### config.mk
export PLATFORM = sky130hd
export DESIGN_NAME = imm_decode_pipe
export DESIGN_NICKNAME = d
export VERILOG_FILES = /design/src/rtl/imm_decode_pipe.sv
export SDC_FILE = /design/constraint.sdc
export NUM_CORES = 1
export LEC_CHECK = 0
export ABC_AREA = 1
export ABC_CLOCK_PERIOD_IN_PS = 9500
export BUFFER_PORTS_ARGS = -buffer_cell sky130_fd_sc_hd__buf_2
export CORE_ASPECT_RATIO = 1.75
export CORE_UTILIZATION = 56
export DETAILED_ROUTE_END_ITERATION = 7
export PLACE_DENSITY = 0.9
export SYNTH_ARGS = -nofsm -noshare
export SYNTH_HDL_FRONTEND = slang
export SYNTH_SLANG_ARGS = --single-unit
### constraint.sdc
create_clock -name clk -period 9.5 [get_ports clk]
set_input_delay 2.85 -clock clk [delete_from_list [all_inputs] [get_ports clk]]
set_output_delay 2.85 -clock clk [all_outputs]
set_load 0.02 [all_outputs]
### src/rtl/imm_decode_pipe.sv
// Registered RV32I/RV64I field + immediate decoder between fetch and register-read; 1-cycle latency.
// Backpressure: SKID=1 parks one entry in a skid register (in_ready registered), SKID=0 uses combinational in_ready.
module imm_decode_pipe #(
  parameter int XLEN = 32,
  parameter int SKID = 1
) (
  input  logic            clk,
  input  logic            rst,
  input  logic            flush,
  input  logic            in_valid,
  output logic            in_ready,
  input  logic [31:0]     in_instr,
  input  logic [XLEN-1:0] in_pc,
  output logic            out_valid,
  input  logic            out_ready,
  output logic [31:0]     out_instr,
  output logic [XLEN-1:0] out_pc,
  output logic [6:0]      out_opcode,
  output logic [2:0]      out_funct3,
  output logic [6:0]      out_funct7,
  output logic [XLEN-1:0] out_imm,
  output logic [2:0]      out_imm_type,
  output logic            out_illegal
);

  localparam logic [2:0] T_NONE  = 3'd0;
  localparam logic [2:0] T_I     = 3'd1;
  localparam logic [2:0] T_S     = 3'd2;
  localparam logic [2:0] T_B     = 3'd3;
  localparam logic [2:0] T_U     = 3'd4;
  localparam logic [2:0] T_J     = 3'd5;
  localparam logic [2:0] T_SHAMT = 3'd6;

  localparam logic [6:0] OPC_LOAD      = 7'b0000011;
  localparam logic [6:0] OPC_OP_IMM    = 7'b0010011;
  localparam logic [6:0] OPC_AUIPC     = 7'b0010111;
  localparam logic [6:0] OPC_OP_IMM_32 = 7'b0011011;
  localparam logic [6:0] OPC_STORE     = 7'b0100011;
  localparam logic [6:0] OPC_OP        = 7'b0110011;
  localparam logic [6:0] OPC_LUI       = 7'b0110111;
  localparam logic [6:0] OPC_BRANCH    = 7'b1100011;
  localparam logic [6:0] OPC_JALR      = 7'b1100111;
  localparam logic [6:0] OPC_JAL       = 7'b1101111;

  typedef struct packed {
    logic [31:0]     instr;
    logic [XLEN-1:0] pc;
    logic [XLEN-1:0] imm;
    logic [2:0]      imm_type;
    logic            illegal;
  } entry_t;

  logic [6:0]      opc;
  logic [2:0]      f3;
  logic            is_shift;
  logic [XLEN-1:0] imm_i, imm_s, imm_b, imm_u, imm_j, imm_sh, imm_sh32;
  logic [XLEN-1:0] sel_imm;
  logic [2:0]      sel_type;
  logic            sel_ill;
  entry_t          dec, out_q, skid_q;
  logic            skid_valid;
  logic            in_xfer;

  assign opc      = in_instr[6:0];
  assign f3       = in_instr[14:12];
  assign is_shift = (f3 == 3'b001) || (f3 == 3'b101);

  assign imm_i    = XLEN'($signed(in_instr[31:20]));
  assign imm_s    = XLEN'($signed({in_instr[31:25], in_instr[11:7]}));
  assign imm_b    = XLEN'($signed({in_instr[31], in_instr[7], in_instr[30:25], in_instr[11:8], 1'b0}));
  assign imm_u    = XLEN'($signed({in_instr[31:12], 12'b0}));
  assign imm_j    = XLEN'($signed({in_instr[31], in_instr[19:12], in_instr[20], in_instr[30:21], 1'b0}));
  // RV64 shifts carry a 6-bit shamt; the *W forms stay at 5 bits.
  assign imm_sh   = (XLEN == 64) ? XLEN'(in_instr[25:20]) : XLEN'(in_instr[24:20]);
  assign imm_sh32 = XLEN'(in_instr[24:20]);

  always_comb begin
    sel_imm  = '0;
    sel_type = T_NONE;
    sel_ill  = 1'b0;
    case (opc)
      OPC_OP_IMM: begin
        if (is_shift) begin
          sel_imm  = imm_sh;
          sel_type = T_SHAMT;
        end else begin
          sel_imm  = imm_i;
          sel_type = T_I;
        end
      end
      OPC_LOAD, OPC_JALR: begin
        sel_imm  = imm_i;
        sel_type = T_I;
      end
      OPC_STORE: begin
        sel_imm  = imm_s;
        sel_type = T_S;
      end
      OPC_BRANCH: begin
        sel_imm  = imm_b;
        sel_type = T_B;
      end
      OPC_JAL: begin
        sel_imm  = imm_j;
        sel_type = T_J;
      end
      OPC_LUI, OPC_AUIPC: begin
        sel_imm  = imm_u;
        sel_type = T_U;
      end
      OPC_OP: begin
        sel_imm  = '0;
        sel_type = T_NONE;
      end
      OPC_OP_IMM_32: begin
        if (XLEN != 64) begin
          sel_ill = 1'b1;
        end else if (is_shift) begin
          sel_imm  = imm_sh32;
          sel_type = T_SHAMT;
        end else begin
          sel_imm  = imm_i;
          sel_type = T_I;
        end
      end
      default: sel_ill = 1'b1;
    endcase
    if (in_instr == 32'd0) begin
      sel_imm  = '0;
      sel_type = T_NONE;
      sel_ill  = 1'b1;
    end
  end

  assign dec.instr    = in_instr;
  assign dec.pc       = in_pc;
  assign dec.imm      = sel_imm;
  assign dec.imm_type = sel_type;
  assign dec.illegal  = sel_ill;

  assign in_ready = (SKID != 0) ? !skid_valid : (!out_valid || out_ready);
  assign in_xfer  = in_valid && in_ready;

  // With SKID=0 in_xfer implies the output is free, so the skid branch is unreachable.
  always_ff @(posedge clk or posedge rst) begin
    if (rst) begin
      out_valid  <= 1'b0;
      skid_valid <= 1'b0;
      out_q      <= '0;
      skid_q     <= '0;
    end else if (flush) begin
      out_valid  <= 1'b0;
      skid_valid <= 1'b0;
    end else if (skid_valid) begin
      if (out_ready) begin
        out_q      <= skid_q;
        skid_valid <= 1'b0;
      end
    end else if (in_xfer) begin
      if (!out_valid || out_ready) begin
        out_q     <= dec;
        out_valid <= 1'b1;
      end else begin
        skid_q     <= dec;
        skid_valid <= 1'b1;
      end
    end else if (out_ready) begin
      out_valid <= 1'b0;
    end
  end

  assign out_instr    = out_q.instr;
  assign out_pc       = out_q.pc;
  assign out_opcode   = out_q.instr[6:0];
  assign out_funct3   = out_q.instr[14:12];
  assign out_funct7   = out_q.instr[31:25];
  assign out_imm      = out_q.imm;
  assign out_imm_type = out_q.imm_type;
  assign out_illegal  = out_q.illegal;

endmodule
======== Yosys cells after proc, flatten, opt, wreduce, memory -nomap -nowiden ========
Cells that the tools add are included.
storage, ports and cells
  register bits after elaboration ......... 202
  input bits .............................. 69
  output and inout bits ................... 119
  logic and storage cells ................. 66
cells by class
  equal/unequal tests ..................... 14
  muxes and demuxes ....................... 22
  bitwise operators ....................... 3
  reductions and logical operators ........ 15
operator list
  cell                count
  $mux 100            4
  $pmux 32 s6         1
  $mux 32             2
  $logic_not 32->1    1
  $eq 7x6->1 const B  3
  $eq 7x7->1 const B  3
  $pmux 3 s6          1
  $eq 7x5->1 const B  2
  $mux 1              12
  $reduce_or 9->1     1
  $reduce_and 4->1    2
  $eq 7x2->1 const B  1
  $mux 3              2
  $ne 2x2->1 const B  2
  $reduce_bool 2->1   2
  $reduce_or 2->1     2
  $eq 3x1->1 const B  1
  $eq 3x3->1 const B  1
  $ne 3x2->1 const B  1
  $not 1->1           3
  $reduce_and 3->1    1
  $reduce_bool 3->1   1
  $logic_not 1->1     2
  $logic_or 1x1->1    2
  $logic_and 1x1->1   1

======== Depth between registers and ports, before layout ========
Gate-level depths: netlist of run 1.
  word-level depth ........................ 8
  depth in mapped cells ................... 11
  gate-level depth less buffers ........... 10

======== Worst setup path after synthesis of run 1 ========
Ideal clock, no wire load.
  path type ............................... flip-flop to output port
  start point ............................. register skid_valid
  end point ............................... output port in_ready
  arrival time ............................ 1.132 ns
  data required time ...................... 6.650 ns
  slack ................................... 5.518 ns
  stages on the path, launching flop included .. 5
  path buffers ............................ 3
  path through ............................ dfrtp_1 > buf_4 > inv_4 > buf_2 > buf_1
on the way
  word-level cells in the longest chain between the ends .. 1
ends and longest elaborated chain
  item                    RTL line  text
  start, declared         61        logic skid_valid;
  start signal, assigned  148       skid_valid <= 1'b0;
  start signal, assigned  153       skid_valid <= 1'b0;
  start signal, assigned  157       skid_valid <= 1'b0;
  $logic_not 1->1         141       assign in_ready = (SKID != 0) ? !skid_valid : (!out_valid || out_ready);
  end, declared           11        output logic in_ready,
Every way passes these cells.

======== Worst setup path in the final report of run 1 ========
  start point ............................. input port in_instr[4]
  end point ............................... register skid_q[15] (netlist bit)
on the way
  word-level cells in the longest chain between the ends .. 4
  elaborated cells between the ends (all ways) .. 13
  those cells by class .................... 8 x eq/ne; 2 x mux; 3 x reduce/logical
ends and longest elaborated chain
  item                                      RTL line  text
  start, declared                           12        input logic [31:0] in_instr,
  $eq 7x6->1, or another cell as far along  81        case (opc)
  $reduce_or 2->1                           --
  $pmux 32 s6                               81
  $mux 32 *                                 128       if (in_instr == 32'd0) begin
  end signal, assigned                      150       skid_q <= '0;
  end signal, assigned                      164       skid_q <= dec;
  end, declared                             60        entry_t dec, out_q, skid_q;
Every way passes the cells marked *; elsewhere a longest branch is shown, timed or not.
A chain may end at the register's enable or synchronous reset.

==> impl_metrics.tcl, run 1 <==
set metrics [dict create \
    status "finished, final reports clean" \
    postSynthCellCount 1256 \
    grt_pass1_vias 7835 \
    holdBufCountCts 0 \
    r2r_end "out_imm[14]$_DFFE_PP0P_" \
    synth.net_count 1325 \
    port_buffers 187 \
    tightest_slew_ns 1.304 \
    routed_via_density 5.391 \
    grt_first_pass_wirelength_mm 37.78 \
    cts_buffers 19 \
    hp-start "out_imm[8]$_DFFE_PP0P_" \
    min_to "out_imm[8]$_DFFE_PP0P_" \
    yosysTopAreaCell "dfrtp_1" \
    timing.final.crit_share_pct 52.39 \
    synthAdderAreaFrac_pct 0 \
    final_area_um2 11090 \
    chipHeight_um 175.5 \
    yosysWarnings 0 \
    fp.dieW_um 101.2 \
    routed_wl_mm 23.43 \
    drc_errors 0 \
    clock_path_buffers 3 \
    reg2reg_from "skid_valid$_DFF_PP0_" \
    cts_resized 0 \
    synth-xor-area-share_pct 0 \
    slew_viol_final 0 \
    grt_max_degree 200 \
    initial_core_util_pct 57.13 \
    rsz0062_at_grt "false" \
    max_slew_margin_pct 12.88 \
    maxCapViolations 0 \
    cp.required_ns 9.89 \
    hp-class "reg2reg" \
    final-setup-viol-count 0 \
    cts.sinks 202 \
    avgRoutedWirePerCell_um 14.55 \
    arrival_ns 5.37 \
    ant_nets 0 \
    start_kind "input pin" \
    num_vias 8679 \
    grt_overflow 0 \
    worstRegToRegCells 7 \
    synth.mux.area_fraction_pct 0 \
    synth_cell_types 25 \
    end_kind "flip-flop" \
    gp_congestion 0.8886 \
    fillers 1480 \
    cts_tree "done" \
    drt_pass1_iterations 7 \
    cts.clk_slew.worst_paths_ns 0.06 \
    synth_common_cells "nand2_1 (392), dfrtp_1 (202), o21ai_0 (182)" \
    boundaryPins 188 \
    syn_area_um2 9637 \
    rows 63 \
    dpl_cell_area_um2 10440 \
    p_per_area_nw_per_um2 222.1 \
    ys_ff_latch 202 \
    track_usage_pct 26.45 \
    syn_to_final_growth_pct 15.07 \
    seq_area_um2 5055 \
    finalCriticalPeriod_ns 4.977 \
    antenna_found_initial 1 \
    dp_hpwl_mm 15.28 \
    ys_top_cells_by_area "dfrtp_1 (52%), nand2_1 (15%), o21ai_0 (9.5%), nor2_1 (5.5%), nand3_1 (4.7%)" \
    tns_ns 0 \
    hold_viol_final 0 \
    fmax_mhz 200.9 \
    htree_levels 1 \
    yosysMostFrequentCell "nand2_1" \
    leakagePower_uw 0.006354 \
    cts_setup_buffers 0 \
    synthArstFlopShare_pct 100.0 \
    synth_compound_area_share_pct 12.98 \
    yosysSeqAreaShare_pct 52.45 \
    synth_simple_gate_area_share_pct 26.37 \
    yosys_most_used_dff "dfrtp_1" \
    layout-drive-gt1-share_pct 17.15 \
    core_area_um2 16870 \
    multiInputGateArea_um2 3814 \
    finalClockSkew_ns 0.01026 \
    ir_drop_v 0.0001270 \
    worstPathMaxFanout 42 \
    crit_type "in2reg" \
    r2r_slack_ns 6.42 \
    synth_edf_count 0 \
    drtIter0Drc 714 \
    synth.avg_cell_area_um2 7.673 \
    clock-root-buffer "clkbuf_16" \
    min_path_cells 2 \
    insertion_delay_ns 0.48 \
    finalNetCount 1441 \
    synth_top_family_by_area "simple AND/OR/NAND/NOR gates" \
    yosys.area.top_type_share_pct 52.45 \
    die_area_um2 17760 \
]
==> cell usage in the layout (no fill, tap or decap), types with 2 or more instances in the layout <==
cell | netlist | final
a21oi_1 | 10 | 10
a31oi_1 | 25 | 25
buf_2 | 40 | 187
buf_4 | 18 | 5
bufinv_16 | 0 | 3
clkbuf_1 | 27 | 2
clkbuf_16 | 0 | 19
clkbuf_8 | 0 | 5
clkinv_2 | 0 | 2
dfrtp_1 | 202 | 202
inv_1 | 73 | 72
inv_2 | 5 | 5
nand2_1 | 392 | 391
nand2_2 | 3 | 2
nand3_1 | 90 | 90
nor2_1 | 142 | 142
nor2_2 | 3 | 3
o21ai_0 | 182 | 182
o21ai_1 | 25 | 25
==> layer usage <==
| metal | track usage, % | vias up | wire (um) |
|---|---|---|---|
| li1 | - | 4227 | - |
| met1 | 34.23 | 4022 | 9332 |
| met2 | 44.05 | 352 | 11590 |
| met3 | 3.144 | 78 | 1462 |
| met4 | 12.26 | 0 | 1040 |
| met5 | 0 | - | 0 |
==> flip-flops by register name (all words and copies together), names as in the netlist <==
register      flops
out_illegal       1
out_imm_type      3
out_valid         1
out_pc           32
skid_valid        1
out_imm          32
skid_q          100
out_instr        32
==> worst max-delay path by stage <==
stage                     cells after the start        start  slack, ns                 endpoint
after floorplan                               1          rst       1.14  out_illegal$_DFFE_PP0P_
after global placement                       10  in_instr[4]       4.21   skid_q[15]$_DFFE_PP0P_
after detailed placement                     10  in_instr[4]       4.07   skid_q[15]$_DFFE_PP0P_
after CTS                                     8  in_instr[4]       4.58   skid_q[27]$_DFFE_PP0P_
after global routing                         10  in_instr[4]       4.25   skid_q[15]$_DFFE_PP0P_
final                                        10  in_instr[4]       4.52   skid_q[15]$_DFFE_PP0P_
==> cells by family (layout without fill, tap and decap cells) <==
kind of cell,count (synthesis),after routing
other,0,1
DFF,202,202
buffers and inverters,176,302
AOI/OAI and AO/OA,243,243
and+or+nand+nor,635,635
==> final cells by class <==
cell class	instances	area share, %
Sequential cell	202	45.58
Multi-Input combinational cell	878	34.39
Timing Repair Buffer	192	8.778
Clock inverter	5	0.9026
Tap cell	227	2.561
Inverter	79	2.787
Clock buffer	26	4.976
Antenna cell	1	0.02257
==> where the power goes <==
part / internal, uW / switching, uW
Combinational: 174 / 333
Sequential: 1050 / 102
Clock: 486 / 315
==> critical path, stage by stage <==
cell	delay [ns]
buf_2	0.11
inv_2	0.08
nand2_1	0.10
nor2_2	0.69
nand2_1	0.15
nand3_1	0.15
nand2_1	0.76
nand2_1	0.27
nand2_1	0.07
o21ai_0	0.12
==> stage by stage <==
step,cells,worst slack [ns],hold slack [ns],power [uW],utilization [%]
final,1610,4.523,0.4745,2463,65.74
after CTS,1609,4.582,0.4764,2482,65.72
after detailed placement,1578,4.067,0.4599,1677,61.86
after floorplan,1256,1.139,0.4479,1513,-
after global placement,1578,4.213,0.4605,1651,61.86
after global routing,1610,4.246,0.4915,2598,65.74
Power figures use the tool's default switching activity.
==> run 2, diff against run 1 <==
==> config.mk (replaced) <==
export PLATFORM = sky130hd
export DESIGN_NAME = imm_decode_pipe
export DESIGN_NICKNAME = d
export VERILOG_FILES = /design/src/rtl/imm_decode_pipe.sv
export SDC_FILE = /design/constraint.sdc
export NUM_CORES = 1
export LEC_CHECK = 0
export ABC_AREA = 0
export ABC_CLOCK_PERIOD_IN_PS = 5000
export BUFFER_PORTS_ARGS = -buffer_cell sky130_fd_sc_hd__buf_2
export CORE_ASPECT_RATIO = 1.75
export CORE_UTILIZATION = 55
export DETAILED_ROUTE_END_ITERATION = 7
export PLACE_DENSITY = 0.89
export SYNTH_ARGS = -nofsm -noshare
export SYNTH_HDL_FRONTEND = slang
export SYNTH_SLANG_ARGS = --single-unit
==> constraint.sdc (replaced) <==
create_clock -name clk -period 5 [get_ports clk]
set_input_delay 1.5 -clock clk [delete_from_list [all_inputs] [get_ports clk]]
set_output_delay 1.5 -clock clk [all_outputs]
set_load 0.02 [all_outputs]
==> impl_metrics.tcl, run 2 <==
set metrics [dict create \
    synthArstFlopShare_pct 100.0 \
    slowest_stage "dfrtp_4" \
    gp_congestion 0.8625 \
    fmax_mhz 308.7 \
    core_area_um2 15950 \
    clock_path_buffers 3 \
    rows 61 \
    synth_cell_types 56 \
    cts_resized 0 \
    holdBufCountCts 0 \
    yosys.area.top_type_share_pct 56.10 \
    drc_errors 0 \
    crit_buf_inv 2 \
    finalNetCount 1115 \
    grt_first_pass_wirelength_mm 36.54 \
    cts.clk_slew.worst_paths_ns 0.06 \
    finalClockSkew_ns 0.01710 \
    port_buffers 187 \
    max_slew_margin_pct 34.45 \
    yosysMostFrequentCell "nand2_1" \
    hp-start "out_pc[9]$_DFFE_PP0P_" \
    place_ws_ns 1.594 \
    synth_common_cells "nand2_1 (312), dfrtp_1 (202), mux2i_1 (64)" \
    worstPathMaxFanout 48 \
    num_vias 7318 \
    ys_top_cells_by_area "dfrtp_1 (56%), nand2_1 (13%), mux2i_1 (7.1%), o21ai_0 (3.2%), a221o_1 (2.6%)" \
    cts_buffers 19 \
    dp_hpwl_mm 15.07 \
    boundaryPins 188 \
    die_area_um2 16920 \
    fin_ws_ns 1.761 \
    finalCriticalPeriod_ns 3.239 \
    fillers 1229 \
    synth.avg_cell_area_um2 9.934 \
    mostFrequentLayoutCell "nand2_1" \
    tns_ns 0 \
    crit_path_cell_trace "inv_2 > buf_2" \
    track_usage_pct 27.07 \
    fp.dieW_um 98.75 \
    insertedDiodeCount 0 \
    syn_area_um2 9010 \
    ir_drop_v 0.0004181 \
    tightest_slew_ns 0.9811 \
    critPathLaunch "skid_valid$_DFF_PP0_" \
    hold_viol_final 0 \
    p_per_area_nw_per_um2 403.0 \
    insertion_delay_ns 0.48 \
    top_register "skid_q" \
    initial_core_util_pct 56.48 \
    leakagePower_uw 0.005110 \
    ant_nets 0 \
    grt_overflow 0 \
    routed_wl_mm 22.50 \
    hp-class "reg2reg" \
    cp.required_ns 3.50 \
    synth_edf_count 0 \
    yosysTopAreaCell "dfrtp_1" \
    arrival_ns 1.74 \
    largest_reg_flops 100 \
    critical-path-max-stage-delay_ns 0.88 \
    top_layer_used "met5" \
    drt_pass1_iterations 5 \
    syn_to_final_growth_pct 16.43 \
    cts_setup_buffers 0 \
    cts.sinks 202 \
    grt_pass1_vias 7326 \
    yosysSeqAreaShare_pct 56.10 \
    chipHeight_um 171.3 \
    htree_levels 1 \
    reg2reg_from "skid_valid$_DFF_PP0_" \
    timing.final.crit_share_pct 64.79 \
    drtIter0Drc 453 \
    synth.net_count 976 \
    rsz0062_at_grt "false" \
    start_kind "flip-flop" \
    crit_type "reg2out" \
    slew_viol_final 0 \
    clock-root-buffer "clkbuf_16" \
    end_kind "output port" \
    dr_wl_met2_mm 11.59 \
    grt_max_degree 89 \
    yosys_most_used_dff "dfrtp_1" \
    met1Wirelength_mm 8.470 \
    ys_ff_latch 202 \
    cts_tree "done" \
    wl_met3_mm 1.223 \
    avgRoutedWirePerCell_um 18.03 \
    status "finished, final reports clean" \
    critical_path.top_delay_family "flip-flops" \
    yosysWarnings 0 \
    layout_common_cells "nand2_1 (311), dfrtp_1 (201), buf_2 (187)" \
    maxCapViolations 0 \
    postSynthCellCount 907 \
    final-setup-viol-count 0 \
    antenna_found_initial 1 \
    routed_via_density 5.864 \
    layout-drive-gt1-share_pct 23.51 \
]
==> run 2: cell types whose count changed after synthesis, sizes merged, moves of 7 or more <==
cell	delta
a221o	+23
a31oi	-7
and3	+8
buf	-9
clkbuf	-10
inv	-74
mux2i	+64
nand2	-83
nand2b	+11
nand3	-80
nor2	-136
o211ai	+19
o21ai	-126
o22ai	+13
==> run 2: power by group <==
| part | internal [uW] | total [uW] | leakage [uW] | switching [uW] |
|---|---|---|---|---|
| combinational | 268 | 772 | 0.00223 | 504 |
| sequential | 1880 | 2030 | 0.00258 | 151 |
| clock | 803 | 1420 | 0.000291 | 617 |
==> run 2: layer usage <==
layer | vias up | GRT usage [%]
met2 | 291 | 47.07
met1 | 3571 | 32.47
met5 | - | 0
met4 | 2 | 15.44
met3 | 91 | 3.210
li1 | 3363 | -
==> run 2: worst min-delay path, delay by kind of cell (launching register included) <==
kind | cells | cell delay, ns
AOI/OAI and AO/OA | 1 | 0.05
and+or+nand+nor | 1 | 0.04
DFF | 1 | 0.34
==> run 2: logic make-up after synthesis <==
| kind of cell | Yosys count | share of synthesized area (%) |
|---|---|---|
| muxes | 64 | 7.110 |
| and+or+nand+nor | 377 | 17.76 |
| AOI/OAI and AO/OA | 181 | 14.05 |
| buffers and inverters | 83 | 4.971 |
| DFF | 202 | 56.10 |
==> run 2: through the flow <==
| stage | cell area, um^2 | hold slack [ns] | cells | utilization, % | total power [uW] |
|---|---|---|---|---|---|
| finish | 10490 | 0.4710 | 1248 | 65.76 | 4228 |
| global placement | 9882 | 0.4553 | 1214 | 61.95 | 2794 |
| global route | 10490 | 0.4918 | 1248 | 65.76 | 4412 |
| CTS | 10490 | 0.4789 | 1248 | 65.76 | 4250 |
| floorplan | 9014 | 0.4454 | 907 | - | 2559 |
| detailed placement | 9882 | 0.4626 | 1214 | 61.95 | 2833 |
==> run 2: final timing paths <==
path / endpoint / slack (ns) / cells past startpoint
hold reg to reg: out_pc[9]$_DFFE_PP0P_ / 0.47 / 2
setup reg to reg: out_imm[27]$_DFFE_PP0P_ / 2.32 / 5
min in group asynchronous: out_instr[29]$_DFFE_PP0P_ / 1.23 / 2
hold / removal: out_pc[9]$_DFFE_PP0P_ / 0.47 / 2
setup / recovery: in_ready / 1.76 / 2
max in group asynchronous: out_instr[8]$_DFFE_PP0P_ / 2.92 / 3
==> run 2: layout make-up <==
cell class,count,area [um^2],area share (%)
clock inverter,8,76.32,0.7276
inverter,5,22.52,0.2147
sequential,202,5059,48.22
multi-input combinational,622,3523,33.59
clock buffer,26,531.8,5.069
tap,189,236.5,2.254
timing repair buffer,196,1041,9.924
